File: src/rtl/serial_rx.sv
// UART-style serial receiver: 2-flop input synchronizer, mid-bit sampling FSM,
// LSB-first data. Define SERIAL_RX_PARITY_EN to add an even-parity bit and parity_err.
module serial_rx #(
  parameter int DATA_WIDTH = 8,
  parameter int CLOCK_DIV  = 2
) (
  input  logic                  clk,
  input  logic                  reset,
  input  logic                  rx,
  output logic [DATA_WIDTH-1:0] data,
  output logic                  valid,
  output logic                  busy,
  output logic                  frame_err
`ifdef SERIAL_RX_PARITY_EN
  ,
  output logic                  parity_err
`endif
);

  localparam int CW = (CLOCK_DIV > 2) ? $clog2(CLOCK_DIV) : 1;
  localparam int BW = $clog2(DATA_WIDTH) + 1;
  localparam logic [CW-1:0] HALF     = CW'(CLOCK_DIV / 2 - 1);
  localparam logic [CW-1:0] LAST     = CW'(CLOCK_DIV - 1);
  localparam logic [BW-1:0] LAST_BIT = BW'(DATA_WIDTH - 1);

  typedef enum logic [2:0] {
    IDLE   = 3'd0,
    START  = 3'd1,
    DATA   = 3'd2,
`ifdef SERIAL_RX_PARITY_EN
    PARITY = 3'd4,
`endif
    STOP   = 3'd3
  } state_t;

  state_t                state_r;
  logic                  rx_meta_r;
  logic                  rx_s;
  logic [CW-1:0]         cnt_r;
  logic [BW-1:0]         bit_idx_r;
  logic [DATA_WIDTH-1:0] shreg_r;
`ifdef SERIAL_RX_PARITY_EN
  logic                  par_bit_r;
`endif

  // Shift one serial bit in at the MSB end so the first bit lands in bit 0.
  function automatic logic [DATA_WIDTH-1:0] shift_in(input logic [DATA_WIDTH-1:0] sr,
                                                     input logic b);
    logic [DATA_WIDTH:0] t;
    t = {b, sr};
    return t[DATA_WIDTH:1];
  endfunction

`ifdef SERIAL_RX_PARITY_EN
  // Even parity check: a clean word plus its parity bit XORs to zero.
  function automatic logic parity_fail(input logic [DATA_WIDTH-1:0] d, input logic p);
    return (^d) ^ p;
  endfunction
`endif

  // Two-flop synchronizer; presets to the idle (high) level.
  always_ff @(posedge clk or posedge reset) begin
    if (reset) begin
      rx_meta_r <= 1'b1;
      rx_s      <= 1'b1;
    end else begin
      rx_meta_r <= rx;
      rx_s      <= rx_meta_r;
    end
  end

  // Receive FSM with registered outputs; cnt restarts on every state change.
  always_ff @(posedge clk or posedge reset) begin
    if (reset) begin
      state_r    <= IDLE;
      cnt_r      <= '0;
      bit_idx_r  <= '0;
      shreg_r    <= '0;
      data       <= '0;
      valid      <= 1'b0;
      busy       <= 1'b0;
      frame_err  <= 1'b0;
`ifdef SERIAL_RX_PARITY_EN
      par_bit_r  <= 1'b0;
      parity_err <= 1'b0;
`endif
    end else begin
      valid <= 1'b0;
      case (state_r)
        IDLE: begin
          cnt_r     <= '0;
          bit_idx_r <= '0;
          if (rx_s == 1'b0) begin
            state_r <= START;
            busy    <= 1'b1;
          end else begin
            busy    <= 1'b0;
          end
        end
        START: begin
          if (cnt_r == HALF) begin
            cnt_r <= '0;
            // A start bit that is high again at mid-bit was a glitch.
            if (rx_s == 1'b0) begin
              state_r <= DATA;
            end else begin
              state_r <= IDLE;
              busy    <= 1'b0;
            end
          end else begin
            cnt_r <= cnt_r + 1'b1;
          end
        end
        DATA: begin
          if (cnt_r == LAST) begin
            cnt_r     <= '0;
            shreg_r   <= shift_in(shreg_r, rx_s);
            bit_idx_r <= bit_idx_r + 1'b1;
            if (bit_idx_r == LAST_BIT) begin
`ifdef SERIAL_RX_PARITY_EN
              state_r <= PARITY;
`else
              state_r <= STOP;
`endif
            end else begin
              state_r <= DATA;
            end
          end else begin
            cnt_r <= cnt_r + 1'b1;
          end
        end
`ifdef SERIAL_RX_PARITY_EN
        PARITY: begin
          if (cnt_r == LAST) begin
            cnt_r     <= '0;
            par_bit_r <= rx_s;
            state_r   <= STOP;
          end else begin
            cnt_r <= cnt_r + 1'b1;
          end
        end
`endif
        STOP: begin
          if (cnt_r == LAST) begin
            cnt_r      <= '0;
            data       <= shreg_r;
            valid      <= 1'b1;
            frame_err  <= ~rx_s;
`ifdef SERIAL_RX_PARITY_EN
            parity_err <= parity_fail(shreg_r, par_bit_r);
`endif
            busy       <= 1'b0;
            state_r    <= IDLE;
          end else begin
            cnt_r <= cnt_r + 1'b1;
          end
        end
        default: begin
          state_r <= IDLE;
          cnt_r   <= '0;
          busy    <= 1'b0;
        end
      endcase
    end
  end

endmodule
File: config.mk
export PLATFORM = sky130hd
export DESIGN_NAME = serial_rx
export DESIGN_NICKNAME = d
export VERILOG_FILES = /design/src/rtl/serial_rx.sv
export SDC_FILE = /design/constraint.sdc
export NUM_CORES = 1
export LEC_CHECK = 0
export BUFFER_PORTS_ARGS = -buffer_cell sky130_fd_sc_hd__buf_2
export CORE_MARGIN = 1
export CORE_UTILIZATION = 59
export DETAILED_ROUTE_END_ITERATION = 6
export HOLD_SLACK_MARGIN = 0.15
export PLACE_DENSITY_LB_ADDON = 0.08
export SLEW_MARGIN = 40
export SYNTH_ARGS = -nofsm -noshare
export SYNTH_HDL_FRONTEND = slang
export SYNTH_SLANG_ARGS = --single-unit
File: constraint.sdc
create_clock -name clk -period 3.4 [get_ports clk]
set_input_delay 0.68 -clock clk [delete_from_list [all_inputs] [get_ports clk]]
set_output_delay 0.68 -clock clk [all_outputs]
set_load 0.03 [all_outputs]
---- Yosys cells after proc, flatten, opt, wreduce, memory -nomap -nowiden ----
Index checks and enable logic that the tools add are counted.
cells by class
  $add $sub $neg .......................... 2
  equal/unequal tests ..................... 9
  mux-type cells .......................... 19
  bitwise operators ....................... 2
  reduce and logical (&&, ||, !) cells .... 8
operator list
  cell                 number
  $mux 3               4
  $pmux 3 s4           1
  $ne 2x2->1 const B   5
  $mux 1               9
  $pmux 4 s2           1
  $reduce_and 4->1     2
  $eq 3x2->1 const B   2
  $reduce_and 2->1     3
  $add 4x1->4 const B  1
  $eq 4x3->1 const B   1
  $mux 4               1
  $pmux 1 s4           1
  $eq 3x1->1 const B   1
  $logic_not 3->1      1
  $mux 2               1
  $not 1->1            2
  $pmux 1 s2           1
  $reduce_bool 2->1    1
  $reduce_or 2->1      1
  $add 1x1->1 const B  1
word-level totals
  register bits after elaboration ......... 29
  word-level logic and storage cells ...... 50

---- Longest topological paths before layout ----
Gate-level depths: netlist of the first run.
  depth after elaboration ................. 4
  mapped depth ............................ 5
  mapped depth without buffers ............ 4

---- Least setup slack after synthesis of the first run ----
No wires, ideal clock.
  path type ............................... register -> register
  start point ............................. register cnt_r
  end point ............................... register shreg_r[0]
  setup time .............................. 0.125 ns
  arrival ................................. 1.137 ns
  required time ........................... 3.275 ns
  path slack .............................. 2.138 ns
  cell stages (with the launch flop) ...... 5
  clock period less this slack ............ 1.262 ns
  cell sequence ........................... dfrtp_1 > buf_4 > nand3b_1 > buf_2 > mux2_2
between the ends
  longest elaborated chain between the ends .. 1
RTL lines
  what                        line  RTL
  from (decl)                 39    logic [CW-1:0] cnt_r;
  from (signal assigned)      111   cnt_r <= cnt_r + 1'b1;
  from (signal assigned)      129   cnt_r <= cnt_r + 1'b1;
  from (signal assigned)      155   cnt_r <= cnt_r + 1'b1;
  $reduce_and 2->1 (no line)  -
  to (signal assigned)        117   shreg_r <= shift_in(shreg_r, rx_s);
  to (decl)                   41    logic [DATA_WIDTH-1:0] shreg_r;
Every way passes these cells.
A chain may end at the register's enable or synchronous reset.

---- Worst setup path in the final report of the first run ----
  start point ............................. register data[3]
  end point ............................... output port data[3]
RTL lines
  what                    line  RTL
  from (decl)             10    output logic [DATA_WIDTH-1:0] data,
  from (signal assigned)  146   data <= shreg_r;
No word-level cell between the ends.

==> results of run 1 <==
-- stage by stage --
stage,cells,utilization [%],total power [W],cell area (um2),hold WS (ps)
3_3_place_gp,115,67.38,0.0009165,1176,348.9
5_1_grt,119,70.39,0.001204,1229,374.7
3_5_place_dp,115,67.38,0.0009301,1176,348.8
4_1_cts,119,70.39,0.001143,1229,368.5
6_report,119,70.39,0.001130,1229,367.2
2_1_floorplan,82,-,0.0008523,1110,345.2
-- cells by family after synthesis --
kind of cell / after synthesis / share of synthesized area [%]
simple gates: 14 / 7.554
mux: 16 / 16.23
buf+inv: 9 / 4.057
flops: 28 / 63.36
fa+ha+maj: 1 / 1.127
compound gates: 13 / 6.878
xor+xnor: 1 / 0.7893
-- worst register-to-register path: cells and delay by family, from the launching register on --
family	cells	cell delay (ps)
AND/OR/NAND/NOR	1	440
flip-flops	1	580
multiplexers	1	410
-- per-layer routing --
metal	up-vias	wire, um
li1	307	-
met1	300	756
met2	9	740
met3	2	34
met4	0	22
met5	-	0
-- final cells by class --
cell class / count / area [um2]
Clock inverter: 1 / 30.03
Timing Repair Buffer: 13 / 65.06
Clock buffer: 3 / 22.52
Tap cell: 25 / 31.28
Fill cell: 129 / 516.7
Inverter: 4 / 15.01
Sequential cell: 28 / 703.2
Multi-Input combinational cell: 45 / 361.6
-- how the worst max path moves through the flow --
stage	endpoint	slack, ps	depth (start not counted)	startpoint
detailed placement	shreg_r[6]	1870	2	state_r[1]
global route	shreg_r[0]	1740	2	state_r[1]
floorplan	shreg_r[0]	2140	4	cnt_r
finish	data[3]	1810	1	data[3]
global placement	data[5]	1800	2	reset
CTS	data[3]	1800	1	data[3]
-- cells in the final DEF (no fill, tap or decap), drive strengths merged --
cell     n
a21oi    1
ha       1
a21boi   1
or4b     1
buf     13
dfstp    2
inv      4
clkbuf   3
and2     1
o311a    1
bufinv   1
dfrtp   26
o22ai    1
xor2     1
o21ai    8
o21bai   1
nor2b    1
mux2    16
nand3    3
nand3b   1
nor2     1
nand2    3
nand4    2
nand2b   1
-- state kept, by name, summed over array words and instances, names as in the netlist, 2 cells and up --
register	count
data	8
shreg_r	8
bit_idx_r	4
state_r	2
-- report_power, final --
part           switching, W  internal [W]  total [W]
logic              0.000205      0.000160   0.000366
clock network     0.0000930      0.000119   0.000212
registers          0.000100      0.000451   0.000552
==> impl_metrics.ini, run 1 <==
[critical_path]
critPathTopFamily = flip-flops
end_kind = primary output
cp.arrival_ps = 910
reg2regPathDepth = 2
slowest_delay_ps = 410
crit_path_max_fanout = 2
worstPathCellList = buf_2
r2r-start = state_r[1]
slowest_stage = dfrtp_1
critPathLaunchType = flip-flop
r2r_slack_ps = 1870
critical_path_class = flip-flop to primary output
critPathBufInv = 1
required_ps = 2720
r2r_end = shreg_r[0]

[place]
dp_hpwl_um = 1005
portBuffers = 13
place_congestion = 0.8180
place_ws_ps = 1874

[yosys]
seq_area_frac_synth_pct = 63.36
synth_area_leaders = dfrtp_1 59%, mux2_2 12%, dfstp_2 4.7%
syn_nets = 86
synth_edf_count = 0
synth_area_um2 = 1110
synth_most_common_cell = dfrtp_1
synth_flop_cell = dfrtp_1
ys_ff_latch = 28
syn_area_per_cell_um2 = 13.53
synthDistinctLibCells = 25
synth_top_cell_area_share_pct = 58.62
async_flop_share_pct = 100.0
syn_inst = 82
netlist_top_cells_count = 26 x dfrtp_1, 12 x mux2_2, 8 x o21ai_0, 4 x inv_1, 4 x mux2_1
synth_largest_area_cell = dfrtp_1
synth_warnings = 0

[floorplanning]
io_pins = 14
start_util_pct = 63.58
core_um2 = 1745
die_area_um2 = 2058
fp.dieW_um = 45.37
placementRows = 15
die_y_um = 45.37

[detailed_routing]
wl_um = 1554
drtAntennaViolNets = 0
vias = 618
drc_errors = 0
vias_per_cell = 5.193
drt_iter0_drc = 11
dr.pass1.iters = 4
wl_per_cell_um = 13.06

[global_route]
use_met3_pct = 2.381
grt_pass1_wl_um = 2463
antenna_found_initial = 0
grtUsageMet2_pct = 27.83
first_global_vias = 559
grt.total_usage_pct = 17.45
use_met1_pct = 22.58
gr-total-overflow = 0
grt_max_degree = 29
top_usage_layer = met2

[timing]
fin_worst_skew_ps = 11.52
period_share_pct = 46.72
grt_setup_unrepaired = no
report.final.slew_viol_count = 0
setup_slack_ps = 1812
worst_pin_slew_ps = 559.0
fin_crit_ps = 1588
slew_headroom_pct = 62.68
final_hold_viol_count = 0
clock.fmax_mhz = 629.5
setup_viol = 0
setup-tns-final_ps = 0

[cts]
cts_made_buffers = 3
clock_latency_ps = 320
cts-htree-levels = 1
hold_buffers = 0
clockBufferDepth = 2
cts_tree = yes
cts.reportedPaths.clkPinSlew_ps = 150
cts-root-buf = clkbuf_4
cts_setup_buffers = 0
cts_sinks = 28
post_cts_resized = 0

[power]
max-vdd-ir-drop_mv = 0.5657
p_per_area_nw_per_um2 = 919.3
leakage_nw = 0.6195

[run_status]
outcome = finished clean

[min_path]
whs_endpoint = rx_s
worstHoldStart = rx_meta_r
hold_depth = 0
min_path_type = flip-flop to flip-flop

[finish]
area_delta_synth_final_pct = 10.71
finalNetCount = 99
drive_gt1_share_pct = 35.11
antenna_cells = 0

[run]
maxCapViolCount = 0
(Power assumes the default switching activity.)
==> run 2, diff against run 1 <==
- CORE_UTILIZATION: 59 -> 54
- clock period: 3.4 -> 1.55 ns (I/O delays scaled with it)
==> run 2 against run 1 <==
Compared with the run above: worst setup slack worse by 1600 ps; final area is 3.7% higher; first-iteration DRC count is 73% lower; combinational power is 130% higher; largest cell class unchanged; final cell count is 5.9% higher; wire length is 2.1% higher; global-route usage hardly changed.
==> impl_metrics.ini, run 2 (synthesis gave the netlist of run 1 again) <==
[global_route]
antenna_found_initial = 0
first_global_vias = 625
gr-total-overflow = 0
grt.total_usage_pct = 17.48
grt_max_degree = 29
grt_pass1_wl_um = 2697

[critical_path]
critPathLaunchType = flip-flop
r2r_end = data[7]
crit_start = state_r[0]
cp.arrival_ps = 1560
slowest_stage = dfrtp_1
worstPathCellList = nand3_2 > mux2_1
end_kind = flip-flop
endpoint = data[7]
critical_path_class = flip-flop to flip-flop
crit_path_max_fanout = 12
required_ps = 1770
r2r-start = state_r[0]
r2r_slack_ps = 200
slowest_delay_ps = 530
reg2regPathDepth = 2

[power]
finalPower_w = 0.002527
max-vdd-ir-drop_mv = 1.429
p_per_area_nw_per_um2 = 1984
leakage_nw = 0.6428

[cts]
cts-htree-levels = 1
cts_made_buffers = 3
cts.reportedPaths.clkPinSlew_ps = 150
cts_sinks = 28
clock_latency_ps = 320
cts_tree = yes
clockBufferDepth = 2
cts_setup_buffers = 0
cts-root-buf = clkbuf_4

[finish]
finalNetCount = 104
stdcell_count = 126
reg_top3 = data x8, shreg_r x8, bit_idx_r x4
layout_commonest_cell = dfrtp_1
antenna_cells = 0
area_delta_synth_final_pct = 14.77
drive_gt1_share_pct = 35.35
final_cell_mix = 26 x dfrtp_1, 13 x buf_2, 12 x mux2_2, 8 x o21ai_0
design_area_um2 = 1274

[floorplanning]
die_y_um = 47.34
io_pins = 14
fp.dieW_um = 47.34
core_um2 = 1942
die_area_um2 = 2241
placementRows = 16
start_util_pct = 57.15

[timing]
clock.fmax_mhz = 741.3
fin_worst_skew_ps = 5.060
fin_crit_ps = 1349
setup_viol = 0
grt_setup_unrepaired = no
report.final.slew_viol_count = 0
period_share_pct = 87.03
setup-tns-final_ps = 0
worst_pin_slew_ps = 335.3
final_hold_viol_count = 0
slew_headroom_pct = 77.65
fin_hold_ws_ps = 367.4

[detailed_routing]
wl_per_cell_um = 12.60
met2_wirelength_um = 763
dr.pass1.iters = 2
dr.max_layer_used = met4
wl_met1_um = 773
drc_errors = 0
wl_met3_um = 40
wl_um = 1587
drt_iter0_drc = 3
vias = 643
vias_per_cell = 5.103
drtAntennaViolNets = 0

[place]
place_inst = 120
dp_hpwl_um = 1103
portBuffers = 13
place_area_um2 = 1201
place_congestion = 0.8587

[run_status]
outcome = finished clean

[run]
maxCapViolCount = 0

[min_path]
min_path_type = flip-flop to flip-flop
-- run 2: cell types whose count changed in the layout (fill, tap and decap cells not counted) --
cell | before | now
buf_4 | 0 | 3
inv_2 | 1 | 0
inv_1 | 3 | 4
dlygate4sd3_1 | 0 | 2
-- run 2: critical path: cells and delay by family (launching register included) --
family	cells	cell delay (ps)
DFF	1	530
muxes	1	400
and+or+nand+nor	1	310
-- run 2: timing repair --
action	in CTS	in global routing
resized for setup	0	0
hold buffers	2	0
hold endpoints to repair	27	0
-- run 2: cell type report --
cell class	count	area, um2
Fill cell	150	668.1
Clock inverter	1	30.03
Tap cell	27	33.78
Inverter	4	15.01
Multi-Input combinational cell	45	361.6
Sequential cell	28	703.2
Timing Repair Buffer	18	107.6
Clock buffer	3	22.52
-- run 2: per-stage QoR --
stage	utilization [%]	setup slack, ps
after floorplan	-	287.9
after global placement	61.86	231.9
after detailed placement	61.86	195.6
after CTS	65.59	182.2
after global routing	65.59	71.26
final	65.59	201.0
-- run 2: how the worst min path moves through the flow --
stage,start,end,depth (start not counted)
after global routing,rx_meta_r,rx_s,0
after CTS,rx_meta_r,rx_s,0
final,rx_meta_r,rx_s,0
after floorplan,rx,rx_meta_r,0
after global placement,rx_meta_r,rx_s,0
after detailed placement,rx_meta_r,rx_s,0
-- run 2: metal layers --
metal  track usage [%]  up-vias
met5                 0        -
met3             2.308        2
met1             24.75      314
met4             5.143        0
met2             28.22        9
li1                  -      318
-- run 2: report_power, final --
part	switching (W)	internal (W)
Combinational	0.000475	0.000385
Sequential	0.000207	0.000990
Clock	0.000208	0.000261
==> run 3, diff against run 2 <==
- CELL_PAD_IN_SITES_DETAIL_PLACEMENT: not set -> 1
- CELL_PAD_IN_SITES_GLOBAL_PLACEMENT: not set -> 1
- CORE_UTILIZATION: 54 -> 45
==> run 3 against run 2 <==
Compared with the run above: clock skew is 2.6 ps lower; worst setup slack better by 73 ps; final cell count is 3.2% higher; global-route usage is 0.053 points higher; largest cell class unchanged; maximum frequency is 5.7% higher; critical path type unchanged; highest routed layer unchanged.
==> impl_metrics.ini, run 3 (synthesis gave the netlist of run 1 again) <==
[run_status]
outcome = finished clean

[critical_path]
reg2regPathDepth = 3
end_kind = flip-flop
worstPathCellList = nand4_1 > or4b_1 > nand3_1
critPathBufInv = 0
r2r_end = bit_idx_r[3]
slowest_delay_ps = 510
cp.arrival_ps = 1540
required_ps = 1820
critical_path_class = flip-flop to flip-flop
critPathTopFamily = simple AND/OR/NAND/NOR gates
r2r-start = cnt_r
crit_path_max_fanout = 8
critPathLaunchType = flip-flop
slowest_stage = dfrtp_1
r2r_slack_ps = 270
crit_start = cnt_r

[floorplanning]
fp.dieW_um = 51.66
die_y_um = 51.66
io_pins = 14
die_area_um2 = 2669
start_util_pct = 48.76
core_um2 = 2276
placementRows = 17

[place]
place_area_um2 = 1225
place_congestion = 0.7507
place_ws_ps = 284.0
dp_hpwl_um = 1334
portBuffers = 13

[finish]
layout_commonest_cell = dfrtp_1
drive_gt1_share_pct = 37.25
fillerInstances = 231
antenna_cells = 0
reg_top3 = data x8, shreg_r x8, bit_idx_r x4
final_cell_mix = 26 x dfrtp_1, 13 x buf_2, 12 x mux2_2, 8 x o21ai_0, 6 x buf_4
design_area_um2 = 1297
finalNetCount = 107
area_delta_synth_final_pct = 16.91
final-seq-area_um2 = 703.2
multi_input_area_um2 = 361.6

[min_path]
whs_endpoint = rx_s
min_path_type = flip-flop to flip-flop
hold_depth = 0
worstHoldStart = rx_meta_r

[global_route]
grt_max_degree = 29
grt_pass1_wl_um = 3298
antenna_found_initial = 0
grt.total_usage_pct = 17.53
gr-total-overflow = 0
first_global_vias = 716

[timing]
final_hold_viol_count = 0
grt_setup_unrepaired = no
setup-tns-final_ps = 0
period_share_pct = 82.31
report.final.slew_viol_count = 0
setup_viol = 0
clock.fmax_mhz = 783.8
setup_slack_ps = 274.2
slew_headroom_pct = 77.05
fin_crit_ps = 1276
fin_worst_skew_ps = 2.445
worst_pin_slew_ps = 344.3

[detailed_routing]
drtAntennaViolNets = 0
vias_per_cell = 5.231
wl_um = 1894
wl_per_cell_um = 14.57
dr.pass1.iters = 4
drc_errors = 0
vias = 680
drt_iter0_drc = 1

[cts]
cts_sinks = 28
cts_tree = yes
clockBufferDepth = 2
cts-root-buf = clkbuf_4
cts-htree-levels = 1
cts_made_buffers = 3
clock_latency_ps = 320
cts.reportedPaths.clkPinSlew_ps = 140

[power]
finalPower_w = 0.002586
leakage_nw = 0.6563
p_comb_share_pct = 36.4
power_frac_clock_pct = 18.1
seqPwrFrac_pct = 45.5
max-vdd-ir-drop_mv = 0.9520
p_per_area_nw_per_um2 = 1993
p_sw_w = 0.0009178
swShare_pct = 35.49
internal_power_w = 0.001668

[run]
maxCapViolCount = 0
run 3: layout make-up:
class                           count  share of cell area (%)
Tap cell                           28                   2.700
Inverter                            4                   1.157
Clock inverter                      1                   2.314
Sequential cell                    28                   54.19
Multi-Input combinational cell     45                   27.87
Clock buffer                        3                   1.736
Timing Repair Buffer               21                   10.03
run 3: stage by stage:
step | utilization [%] | std cells | hold slack, ps
5_1_grt | 57.01 | 130 | 374.3
3_5_place_dp | 53.82 | 124 | 348.2
6_report | 57.01 | 130 | 366.6
2_1_floorplan | - | 82 | 314.5
4_1_cts | 57.01 | 130 | 368.1
3_3_place_gp | 53.82 | 124 | 347.4
run 3: routing by layer:
metal	global-route usage, %	vias up	share of wire [%]
met4	8.108	0	1.3
met5	0	-	0
met1	21.43	339	44
li1	-	326	-
met2	30.30	11	52
met3	2.632	4	2.5
run 3: power by group through the flow:
stage / registers [W] / logic, W / clock network (W)
2_1_floorplan: 0.00134 / 0.000534 / 0
3_3_place_gp: 0.00118 / 0.000925 / 0
3_5_place_dp: 0.00120 / 0.000951 / 0
4_1_cts: 0.00118 / 0.000961 / 0.000486
5_1_grt: 0.00122 / 0.00104 / 0.000510
6_report: 0.00118 / 0.000942 / 0.000467
run 3: worst max path at each step:
stage                         to  depth (start not counted)
floorplan             shreg_r[0]                          4
global placement      state_r[0]                          4
detailed placement  bit_idx_r[3]                          3
CTS                 bit_idx_r[3]                          3
global route        bit_idx_r[3]                          3
finish              bit_idx_r[3]                          3
run 3: repair_timing:
action,in CTS,in global routing
hold buffers,2,0
resized for setup,0,0
hold endpoints to repair,27,0
setup buffers,0,0
